**config.mk**
```make
export PLATFORM = sky130hd
export DESIGN_NAME = mmu_tlb
export DESIGN_NICKNAME = d
export VERILOG_FILES = /design/src/rtl/mmu_pkg.sv /design/src/rtl/tlb_array.sv /design/src/rtl/mmu_tlb.sv
export SDC_FILE = /design/constraint.sdc
export NUM_CORES = 1
export LEC_CHECK = 0
export CORE_UTILIZATION = 50
export DETAILED_ROUTE_END_ITERATION = 10
export DONT_BUFFER_PORTS = 1
export GPL_ROUTABILITY_DRIVEN = 0
export PLACE_DENSITY = 0.68
export SLEW_MARGIN = 20
export SYNTH_ARGS = -nofsm -noshare
export SYNTH_HDL_FRONTEND = slang
export SYNTH_HIERARCHICAL = 1
export SYNTH_SLANG_ARGS = --single-unit
```
**constraint.sdc**
```tcl
create_clock -name clk -period 3.5 [get_ports clk]
set_clock_uncertainty 0.1 [all_clocks]
set_input_delay 0.525 -clock clk [delete_from_list [all_inputs] [get_ports clk]]
set_output_delay 0.525 -clock clk [all_outputs]
set_load 0.03 [all_outputs]
```
**src/rtl/mmu_pkg.sv**
```systemverilog
// rtl/mmu_pkg.sv - shared constants, state encoding and TLB entry type for mmu_tlb
package mmu_pkg;

   localparam int PAGE_BITS = 12;
   localparam int VPN_BITS  = 32 - PAGE_BITS;
   localparam int PPN_BITS  = 32 - PAGE_BITS;

   // PTE layout: [31:12] PPN, [1] writable, [0] valid
   localparam int PTE_V = 0;
   localparam int PTE_W = 1;

   typedef enum logic [2:0] {
      S_IDLE      = 3'd0,
      S_LOOKUP    = 3'd1,
      S_WALK_REQ  = 3'd2,
      S_WALK_WAIT = 3'd3,
      S_ISSUE     = 3'd4,
      S_WAIT_CC   = 3'd5,
      S_CC_DONE   = 3'd6,
      S_RESP      = 3'd7
   } state_t;

   typedef struct packed {
      logic                valid;
      logic [VPN_BITS-1:0] vpn;
      logic [PPN_BITS-1:0] ppn;
      logic                w;
   } tlb_entry;

endpackage

```
**src/rtl/tlb_array.sv**
```systemverilog
// rtl/tlb_array.sv - fully-associative TLB storage with CAM lookup, round-robin fill and flush
//
// Ports:
//   clk, rst_n          clock, asynchronous active-low reset
//   flush               clear every valid bit this cycle (beats a same-cycle fill)
//   lookup_vpn          VPN to compare against all valid entries
//   hit, hit_ppn, hit_w lookup result; lowest matching index wins
//   fill_en             write {fill_vpn, fill_ppn, fill_w} at the round-robin pointer
module tlb_array
   import mmu_pkg::*;
#(
   parameter int ENTRIES = 8
) (
   input  logic                clk,
   input  logic                rst_n,
   input  logic                flush,
   input  logic [VPN_BITS-1:0] lookup_vpn,
   output logic                hit,
   output logic [PPN_BITS-1:0] hit_ppn,
   output logic                hit_w,
   input  logic                fill_en,
   input  logic [VPN_BITS-1:0] fill_vpn,
   input  logic [PPN_BITS-1:0] fill_ppn,
   input  logic                fill_w
);

   localparam int IDX_BITS = $clog2(ENTRIES);

   tlb_entry            entries [ENTRIES];
   logic [IDX_BITS-1:0] ptr;

   // Scan from the top down so the lowest matching index is the one left standing.
   always_comb begin
      hit     = 1'b0;
      hit_ppn = '0;
      hit_w   = 1'b0;
      for (int i = ENTRIES - 1; i >= 0; i--) begin
         if (entries[i].valid && (entries[i].vpn == lookup_vpn)) begin
            hit     = 1'b1;
            hit_ppn = entries[i].ppn;
            hit_w   = entries[i].w;
         end
      end
   end

   // The pointer advances on every fill even when a flush drops the entry write;
   // flush never rewinds it. ENTRIES is a power of two, so the add wraps for free.
   always_ff @(posedge clk or negedge rst_n) begin
      if (!rst_n) begin
         for (int i = 0; i < ENTRIES; i++) begin
            entries[i] <= '0;
         end
         ptr <= '0;
      end else begin
         if (fill_en) begin
            ptr <= ptr + IDX_BITS'(1);
         end
         if (flush) begin
            for (int i = 0; i < ENTRIES; i++) begin
               entries[i].valid <= 1'b0;
            end
         end else if (fill_en) begin
            entries[ptr] <= '{valid: 1'b1, vpn: fill_vpn, ppn: fill_ppn, w: fill_w};
         end
      end
   end

endmodule

```
**src/rtl/mmu_tlb.sv**
```systemverilog
// rtl/mmu_tlb.sv - VA to PA translation stage with 8-entry TLB and page-table walker
//
// Ports:
//   clk, rst_n                         clock, asynchronous active-low reset
//   cpu_req_*, cpu_vaddr, cpu_wdata    CPU load/store request (accepted when ready)
//   cpu_resp_valid/rdata/page_fault    one-cycle completion with load data or fault
//   ptbr, tlb_flush                    page-table base, TLB invalidate-all
//   pt_req/pt_addr/pt_rdata/pt_ready   page-table word-read port
//   cc_*                               cache controller strobes, address, data, stall
module mmu_tlb #(
   parameter int ENTRIES   = 8,
   parameter int PAGE_BITS = 12
) (
   input  logic        clk,
   input  logic        rst_n,
   input  logic        cpu_req_valid,
   input  logic        cpu_req_write,
   input  logic [31:0] cpu_vaddr,
   input  logic [31:0] cpu_wdata,
   output logic        cpu_req_ready,
   output logic        cpu_resp_valid,
   output logic [31:0] cpu_rdata,
   output logic        cpu_page_fault,
   input  logic [31:0] ptbr,
   input  logic        tlb_flush,
   output logic        pt_req,
   output logic [31:0] pt_addr,
   input  logic [31:0] pt_rdata,
   input  logic        pt_ready,
   output logic [31:0] cc_phy_addr,
   output logic [31:0] cc_data_out,
   output logic        cc_read_mem,
   output logic        cc_write_mem,
   input  logic [31:0] cc_data_in,
   input  logic        cc_ready_stall
);

   import mmu_pkg::*;

   state_t              state;
   logic [31:0]         vaddr_q;
   logic [31:0]         wdata_q;
   logic                write_q;
   logic                wait_first;

   logic                hit;
   logic [PPN_BITS-1:0] hit_ppn;
   logic                hit_w;
   logic                fill_en;
   logic [VPN_BITS-1:0] vpn;

   // PTE bits between the flags and the PPN carry nothing.
   logic                unused_pte_bits;
   assign unused_pte_bits = ^pt_rdata[PAGE_BITS-1:PTE_W+1];

   assign vpn     = vaddr_q[31:PAGE_BITS];
   assign fill_en = (state == S_WALK_WAIT) && pt_ready && pt_rdata[PTE_V];

   tlb_array #(
      .ENTRIES (ENTRIES)
   ) u_tlb (
      .clk        (clk),
      .rst_n      (rst_n),
      .flush      (tlb_flush),
      .lookup_vpn (vpn),
      .hit        (hit),
      .hit_ppn    (hit_ppn),
      .hit_w      (hit_w),
      .fill_en    (fill_en),
      .fill_vpn   (vpn),
      .fill_ppn   (pt_rdata[31:PAGE_BITS]),
      .fill_w     (pt_rdata[PTE_W])
   );

   // The strobe has to land in the same cycle the cache reports idle, so it is
   // decoded from state and stall rather than registered.
   assign cc_read_mem  = (state == S_ISSUE) && !cc_ready_stall && !write_q;
   assign cc_write_mem = (state == S_ISSUE) && !cc_ready_stall &&  write_q;

   always_ff @(posedge clk or negedge rst_n) begin
      if (!rst_n) begin
         state          <= S_IDLE;
         vaddr_q        <= '0;
         wdata_q        <= '0;
         write_q        <= 1'b0;
         wait_first     <= 1'b0;
         cpu_req_ready  <= 1'b0;
         cpu_resp_valid <= 1'b0;
         cpu_rdata      <= '0;
         cpu_page_fault <= 1'b0;
         pt_req         <= 1'b0;
         pt_addr        <= '0;
         cc_phy_addr    <= '0;
         cc_data_out    <= '0;
      end else begin
         pt_req         <= 1'b0;
         cpu_resp_valid <= 1'b0;
         case (state)
            S_IDLE: begin
               cpu_req_ready <= 1'b1;
               if (cpu_req_valid && cpu_req_ready) begin
                  vaddr_q       <= cpu_vaddr;
                  wdata_q       <= cpu_wdata;
                  write_q       <= cpu_req_write;
                  cpu_req_ready <= 1'b0;
                  state         <= S_LOOKUP;
               end
            end
            S_LOOKUP: begin
               if (hit) begin
                  if (write_q && !hit_w) begin
                     cpu_page_fault <= 1'b1;
                     cpu_resp_valid <= 1'b1;
                     state          <= S_RESP;
                  end else begin
                     cc_phy_addr <= {hit_ppn, vaddr_q[PAGE_BITS-1:0]};
                     cc_data_out <= wdata_q;
                     state       <= S_ISSUE;
                  end
               end else begin
                  pt_req  <= 1'b1;
                  pt_addr <= (ptbr & 32'hFFFF_F000) + 32'({vpn, 2'b00});
                  state   <= S_WALK_REQ;
               end
            end
            S_WALK_REQ: begin
               state <= S_WALK_WAIT;
            end
            S_WALK_WAIT: begin
               if (pt_ready) begin
                  if (!pt_rdata[PTE_V] || (write_q && !pt_rdata[PTE_W])) begin
                     cpu_page_fault <= 1'b1;
                     cpu_resp_valid <= 1'b1;
                     state          <= S_RESP;
                  end else begin
                     cc_phy_addr <= {pt_rdata[31:PAGE_BITS], vaddr_q[PAGE_BITS-1:0]};
                     cc_data_out <= wdata_q;
                     state       <= S_ISSUE;
                  end
               end
            end
            S_ISSUE: begin
               if (!cc_ready_stall) begin
                  wait_first <= 1'b1;
                  state      <= S_WAIT_CC;
               end
            end
            S_WAIT_CC: begin
               // The cache raises stall only after it registers the strobe, so the
               // first cycle here says nothing about completion.
               if (wait_first) begin
                  wait_first <= 1'b0;
               end else if (!cc_ready_stall) begin
                  state <= S_CC_DONE;
               end
            end
            S_CC_DONE: begin
               if (!write_q) begin
                  cpu_rdata <= cc_data_in;
               end
               cpu_resp_valid <= 1'b1;
               state          <= S_RESP;
            end
            S_RESP: begin
               cpu_rdata      <= '0;
               cpu_page_fault <= 1'b0;
               cpu_req_ready  <= 1'b1;
               state          <= S_IDLE;
            end
            default: begin
               state <= S_IDLE;
            end
         endcase
      end
   end

endmodule

```
# [Yosys cells after proc, flatten, opt, wreduce, memory -nomap -nowiden]
# Index checks and enable logic that the tools add are counted.
[classes] n_eq_ne=26 n_lt_le_gt_ge=2 n_reduce_logical=38 n_bitwise=3 mux=73 n_addsub=2
[ops] op="$bwmux W336" n=1
[ops] op="$mux W336" n=1
[ops] op="$mux W32" n=9
[ops] op="$pmux W32 S2" n=3
[ops] op="$eq A20 B20 Y1" n=8
[ops] op="$mux W20" n=8
[ops] op="$demux W42 S3" n=1
[ops] op="$mux W42" n=1
[ops] op="$mux W1" n=36
[ops] op="$add A32 B22 Y32" n=1
[ops] op="$pmux W3 S8" n=1
[ops] op="$ne A2 B2 Y1 const B" n=10
[ops] op="$mux W3" n=6
[ops] op="$logic_and A1 B1 Y1" n=17
[ops] op="$reduce_and A5 Y1" n=3
[ops] op="$eq A3 B3 Y1 const B" n=4
[ops] op="$reduce_and A2 Y1" n=5
[ops] op="$reduce_bool A2 Y1" n=5
[ops] op="$eq A3 B2 Y1 const B" n=2
[ops] op="$pmux W1 S3" n=2
[ops] op="$logic_not A1 Y1" n=5
[ops] op="$ge A4 B4 Y1 const B" n=1
[ops] op="$lt A4 B1 Y1 const B" n=1
[ops] op="$mux W2" n=2
[ops] op="9 further kinds" n=11
[word_totals] regBits=540 output_inout_bits=134 wordCells=190

# [Logic depth before layout (Yosys ltp)]
[depth] ltp_word=15 ltp_mapped=17

# [By module]
# Netlist, hierarchy kept.
[by_module_without_submodules] module="tlb_array" cells_per_inst=1179 n_inst=1 area_per_inst_um2=15762.6
[by_module_without_submodules] module="mmu_tlb" cells_per_inst=650 n_inst=1 area_per_inst_um2=8282.9

# [Worst setup path before layout]
# OpenSTA, ideal clock, no wires.
[synth_timing] path_type="reg-to-reg" start="register vaddr_q[23]" end="register cc_data_out[21]" arrival_ps=3249 n_path_buf=4 setup_ps=125 path_stages_with_launch=15 slack_ps=26 path_cell_list="dfrtp_1 -> buf_2 -> xnor2_1 -> nand4_1 -> nor4_1 -> a311o_1 -> clkbuf_1 -> nor2_1 -> a311oi_1 -> o31a_1 -> nor4_4 -> nor3_1 -> buf_4 -> buf_6 -> mux2_4"
[synth_via] elab_chain_cells=14
[synth_lines] element="from (decl)" line_no="mmu_tlb.sv:41" source="logic [31:0] vaddr_q;"
[synth_lines] element="from (signal assigned)" line_no="mmu_tlb.sv:102" source="vaddr_q <= cpu_vaddr;"
[synth_lines] element="$eq A20 B20 Y1" line_no="tlb_array.sv:38" source="if (entries[i].valid && (entries[i].vpn == lookup_vpn)) begin"
[synth_lines] element="$logic_and A1 B1 Y1" line_no="tlb_array.sv:38"
[synth_lines] element="$mux W1 (7 in series)" line_no="tlb_array.sv:38"
[synth_lines] element="$mux W1 (*)" line_no="tlb_array.sv:38"
[synth_lines] element="net hit_w" line_no="mmu_tlb.sv:48" source="logic hit_w;"
[synth_lines] element="$logic_not A1 Y1 (*)" line_no="mmu_tlb.sv:111" source="if (write_q && !hit_w) begin"
[synth_lines] element="$logic_and A1 B1 Y1 (*)" line_no="mmu_tlb.sv:111"
[synth_lines] element="$ne A2 B2 Y1 (no line) (*)"
[synth_lines] element="$reduce_and A5 Y1 (no line) (*)"
[synth_lines] element="to (signal assigned)" line_no="mmu_tlb.sv:117" source="cc_data_out <= wdata_q;"
[synth_lines] element="to (signal assigned)" line_no="mmu_tlb.sv:137" source="cc_data_out <= wdata_q;"
[synth_lines] element="to (decl)" line_no="mmu_tlb.sv:31" source="output logic [31:0] cc_data_out,"
# Mark *: on every way through the listed nets, which the timed path passes. The rest lies on a longest branch.
# A chain may end at the register's enable or synchronous reset.

# [Worst setup path in the final report]
[layout_timing] start="register vaddr_q[14]" end="register cc_data_out[14]"
[layout_lines] element="$eq A20 B20 Y1" line_no="tlb_array.sv:38"
[layout_lines] element="$logic_and A1 B1 Y1" line_no="tlb_array.sv:38"
[layout_lines] element="$mux W1 (7 in series)" line_no="tlb_array.sv:38"
[layout_lines] element="$mux W1 (*)" line_no="tlb_array.sv:38"
[layout_lines] element="net hit" line_no="mmu_tlb.sv:46" source="logic hit;"
[layout_lines] element="$ne A2 B2 Y1 (no line) (*)"
[layout_lines] element="$reduce_and A5 Y1 (no line) (*)"
# Marks and branches as above.

==> impl_results.md <==
* Drt initial violations at approximately 950
* Worst slack at placement at -0.287 ns
* Area of the placeable core at roughly 47000 um2
* Syn avg cell area at 13.1 um2
* DR WL/cell at between 20 and 25 um
* Number of buffers on the longest clock path at 3
* Worst Setup Start Kind: flop
* Post-Syn Area at between 20000 and 25000 um2
* Number of pins exceeding their max-slew limit in the final report at 0
* Leak at around 14 nW
* Slew HR at 0.276
* Data arrival time of the worst path at just under 4 ns
* Standard-cell rows at 79
* Via Count at between 15000 and 20000
* Worst-margin pin slew at 1.09 ns
* Net switching power figure at 8.41 mW
* Post-synth top area share at 0.560
* CP Class: reg -> reg
* Clock tree from TritonCTS: done
* Largest stage delay on the critical path at between 0.4 and 0.5 ns
* Number of enable flip-flop cells after synthesis at 0
* Dominant delay contributor by cell family on the critical path: simple AND/OR/NAND/NOR gates
* Pin count of the biggest net entering global routing at about 540
* Failing checks: hold timing, setup timing
* H-tree depth reported by CTS at 2
* Gate count after technology mapping at approximately 1800
* Pre-Repair DR Iteration Count at 5
* Max-cap violations at 0
* Setup ws final at -0.0592 ns
* Count of hold buffers inserted by post-cts repair at ~120
* Required time of the worst setup path at 3.89 ns
* Power per cell area at 805 nW/um2
* #FFs+latches synth at between 500 and 600
* First-pass GRT wire length at between 90000 and 100000 um
* Layout cells sized above 1 at 0.362
* Setup repair after global routing missed its margin: yes
* DP HPWL at about 36000 um
* Worst min-delay path class: in -> async
* Crit path capture type: flop
* Cell Chain, Critical Path: xor2_1 > nor4_1 > buf_4 > nand4_1 > or2_2 > buf_4 > nand2_1 > nor2_1 > nand4_1 > inv_1 > nor2_2 > a21oi_1 > nor3_2 > buf_12 > buf_4 > mux2_2
* Number of nets at the end of the flow at between 2000 and 2500
* Final worst path period share at 1.02
* Sequential share of the synthesized area at 0.560
* Most frequent cells after synthesis: 538 x dfrtp_1, 417 x mux2_2, 104 x nand2_1
* Number of clock sinks at approximately 540
* Buffers and inverters on the worst path at 5
* Netlist cell types at between 50 and 60
* Warnings, synthesis at 6
* Portion of total power attributed to sequential cells at 0.465
* Slowest stage cell, crit path: dfrtp_2
* Non-filler cells in the finished layout at 2713
* Cell types with the largest area share after synthesis: dfrtp_1 56%, mux2_2 20%, xnor2_1 3.6%
* Final critical-path required period at 3.56 ns
* I/O pin total at between 300 and 400
* Share of flip-flops with an asynchronous set or reset after synthesis at 1.00
* Port bufs at 0
* GRT Overall Usage at 0.240
* CP max FO at 11
* Number of clock buffers inserted by TritonCTS at 57
* Clock root buffer: clkbuf_16
* Cell with the most instances on the worst path: buf_4
* Total Power at between 20 and 25 mW
* Status: complete, but fails checks
* DRC Markers at 0
* Net switching share of the total power at 0.356
* Number of filler instances in the final layout at 3496
* Top flip-flop cell by instance count after synthesis: dfrtp_1
* Most common cell in the netlist: dfrtp_1
* Post-route core utilization at 0.625
* Peak ir drop on the vdd network at ~0.57 mV
* # placed instances at 2476
* Setup TNS after final layout at -1.20 ns
* Final count of hold timing violations at 538
* Design internal power at 15.2 mW
* Count of nets left with antenna violations after detail routing at 0
* Clock Pin Slew Worst Setup and Hold Paths at 0.06 ns
* Horizontal extent of the die at between 200 and 250 um
* Area of the die at between 40000 and 50000 um2
* Clock latency on the worst-skew pair at 0.62 ns
* Portion of total power attributed to the clock network at 0.253
* Combinational share of power at 0.282
* Hold slack final at -0.464 ns
* Initial antenna violation count at 0
* Effective utilization at floorplan at 0.512
* Fmax achieved at ~280 MHz
* Routed WL at 58400 um
* Ratio of routed vias to standard cells at about 5.7
* Number of failing setup endpoints in the final timing report at 41
* Area growth syn-to-layout at 22.0%
* Total gr overflow at 0
* Vias in the first global route at 16461
* Leading area contributor after synthesis: dfrtp_1
* Die boundary height at 221 um
==> worst paths after layout <==
| kind | startpoint | end | slack, ns | cells after the start |
|---|---|---|---|---|
| min in group clk | pt_rdata[22] | cc_phy_addr[22]$_DFFE_PN0P_ | 0.03 | 2 |
| hold / removal | rst_n | cc_data_out[11]$_DFFE_PN0P_ | -0.46 | 0 |
| max in group asynchronous | rst_n | vaddr_q[25]$_DFFE_PN0P_ | 2.85 | 0 |
| setup reg to reg | vaddr_q[14]$_DFFE_PN0P_ | cc_data_out[14]$_DFFE_PN0P_ | -0.06 | 16 |
| setup / recovery | vaddr_q[14]$_DFFE_PN0P_ | cc_data_out[14]$_DFFE_PN0P_ | -0.06 | 16 |
| hold reg to reg | wdata_q[26]$_DFFE_PN0P_ | cc_data_out[26]$_DFFE_PN0P_ | 0.39 | 1 |
==> cell type report <==
cell class | count | area, um2 | share of cell area
tap | 607 | 759 | 0.0259
sequential | 538 | 13500 | 0.459
multi-input combinational | 1153 | 10300 | 0.351
antenna | 1 | 2.50 | 0.0000853
clock buffer | 88 | 1720 | 0.0585
clock inverter | 15 | 143 | 0.00486
timing repair buffer | 289 | 2870 | 0.0977
inverter | 22 | 82.6 | 0.00281
==> worst reg2reg max path: cells and delay by family, from the launching register on <==
family                 cells  cell delay, ns
XOR/XNOR                   1            0.19
buffers and inverters      5            0.84
AO/OA/AOI/OAI              1            0.06
multiplexers               1            0.34
flip-flops                 1            0.49
AND/OR/NAND/NOR            8            1.45
==> logic make-up after synthesis <==
family,synth area share
DFF,0.560
AOI/OAI and AO/OA,0.0758
adders and majority gates,0.00656
xor gates and xnor gates,0.0652
buffers and inverters,0.0267
other,0.000156
muxes,0.215
and+or+nand+nor,0.0511
==> stage by stage <==
stage	hold slack (ns)	area (um2)
after floorplan	0.129	24000
after global placement	0.149	25800
after detailed placement	0.150	25800
after CTS	-0.507	29000
after global routing	-0.505	29300
final	-0.464	29300
==> layout by cell type (no fill, tap or decap), drive strengths merged, types with 35 or more instances in the layout <==
cell type,count
a221oi,35
nor2,44
xnor2,98
buf,165
a21oi,36
o21ai,42
xor2,81
clkbuf,88
dfrtp,538
nand2,104
mux2,437
dlygate4sd3,124
==> flip-flops by register name (all words and copies together), names as in the netlist <==
register,count
u_tlb/entries,336
cc_data_out,32
cc_phy_addr,32
cpu_rdata,32
vaddr_q,32
wdata_q,32
pt_addr,30
state,3
u_tlb/ptr,3
cpu_page_fault,1
cpu_req_ready,1
cpu_resp_valid,1
pt_req,1
wait_first,1
write_q,1
==> timing repair <==
item                                    CTS  global route
endpoints found under the setup margin   64            65
hold endpoints to repair                812           538
pin swaps                                 6             3
gates resized for setup                  40            51
setup buffers                             2             7
==> layer usage <==
layer | global-route usage | up-vias | routed length, um
met3 | 0.0523 | 80 | 3310
met4 | 0.0611 | 0 | 1210
li1 | - | 7025 | -
met5 | 0 | - | 0
met2 | 0.391 | 393 | 28000
met1 | 0.325 | 7949 | 25900
==> power groups by stage <==
| stage | combinational [mW] | sequential (mW) | clock (mW) |
|---|---|---|---|
| 6_report | 6.67 | 11.0 | 5.97 |
| 5_1_grt | 7.23 | 11.2 | 6.37 |
| 4_1_cts | 6.43 | 10.9 | 6.10 |
| 3_5_place_dp | 6.10 | 11.0 | 0 |
| 3_3_place_gp | 5.90 | 10.9 | 0 |
| 2_1_floorplan | 4.16 | 10.6 | 0 |
No activity file was read; power rests on OpenSTA's default activity.
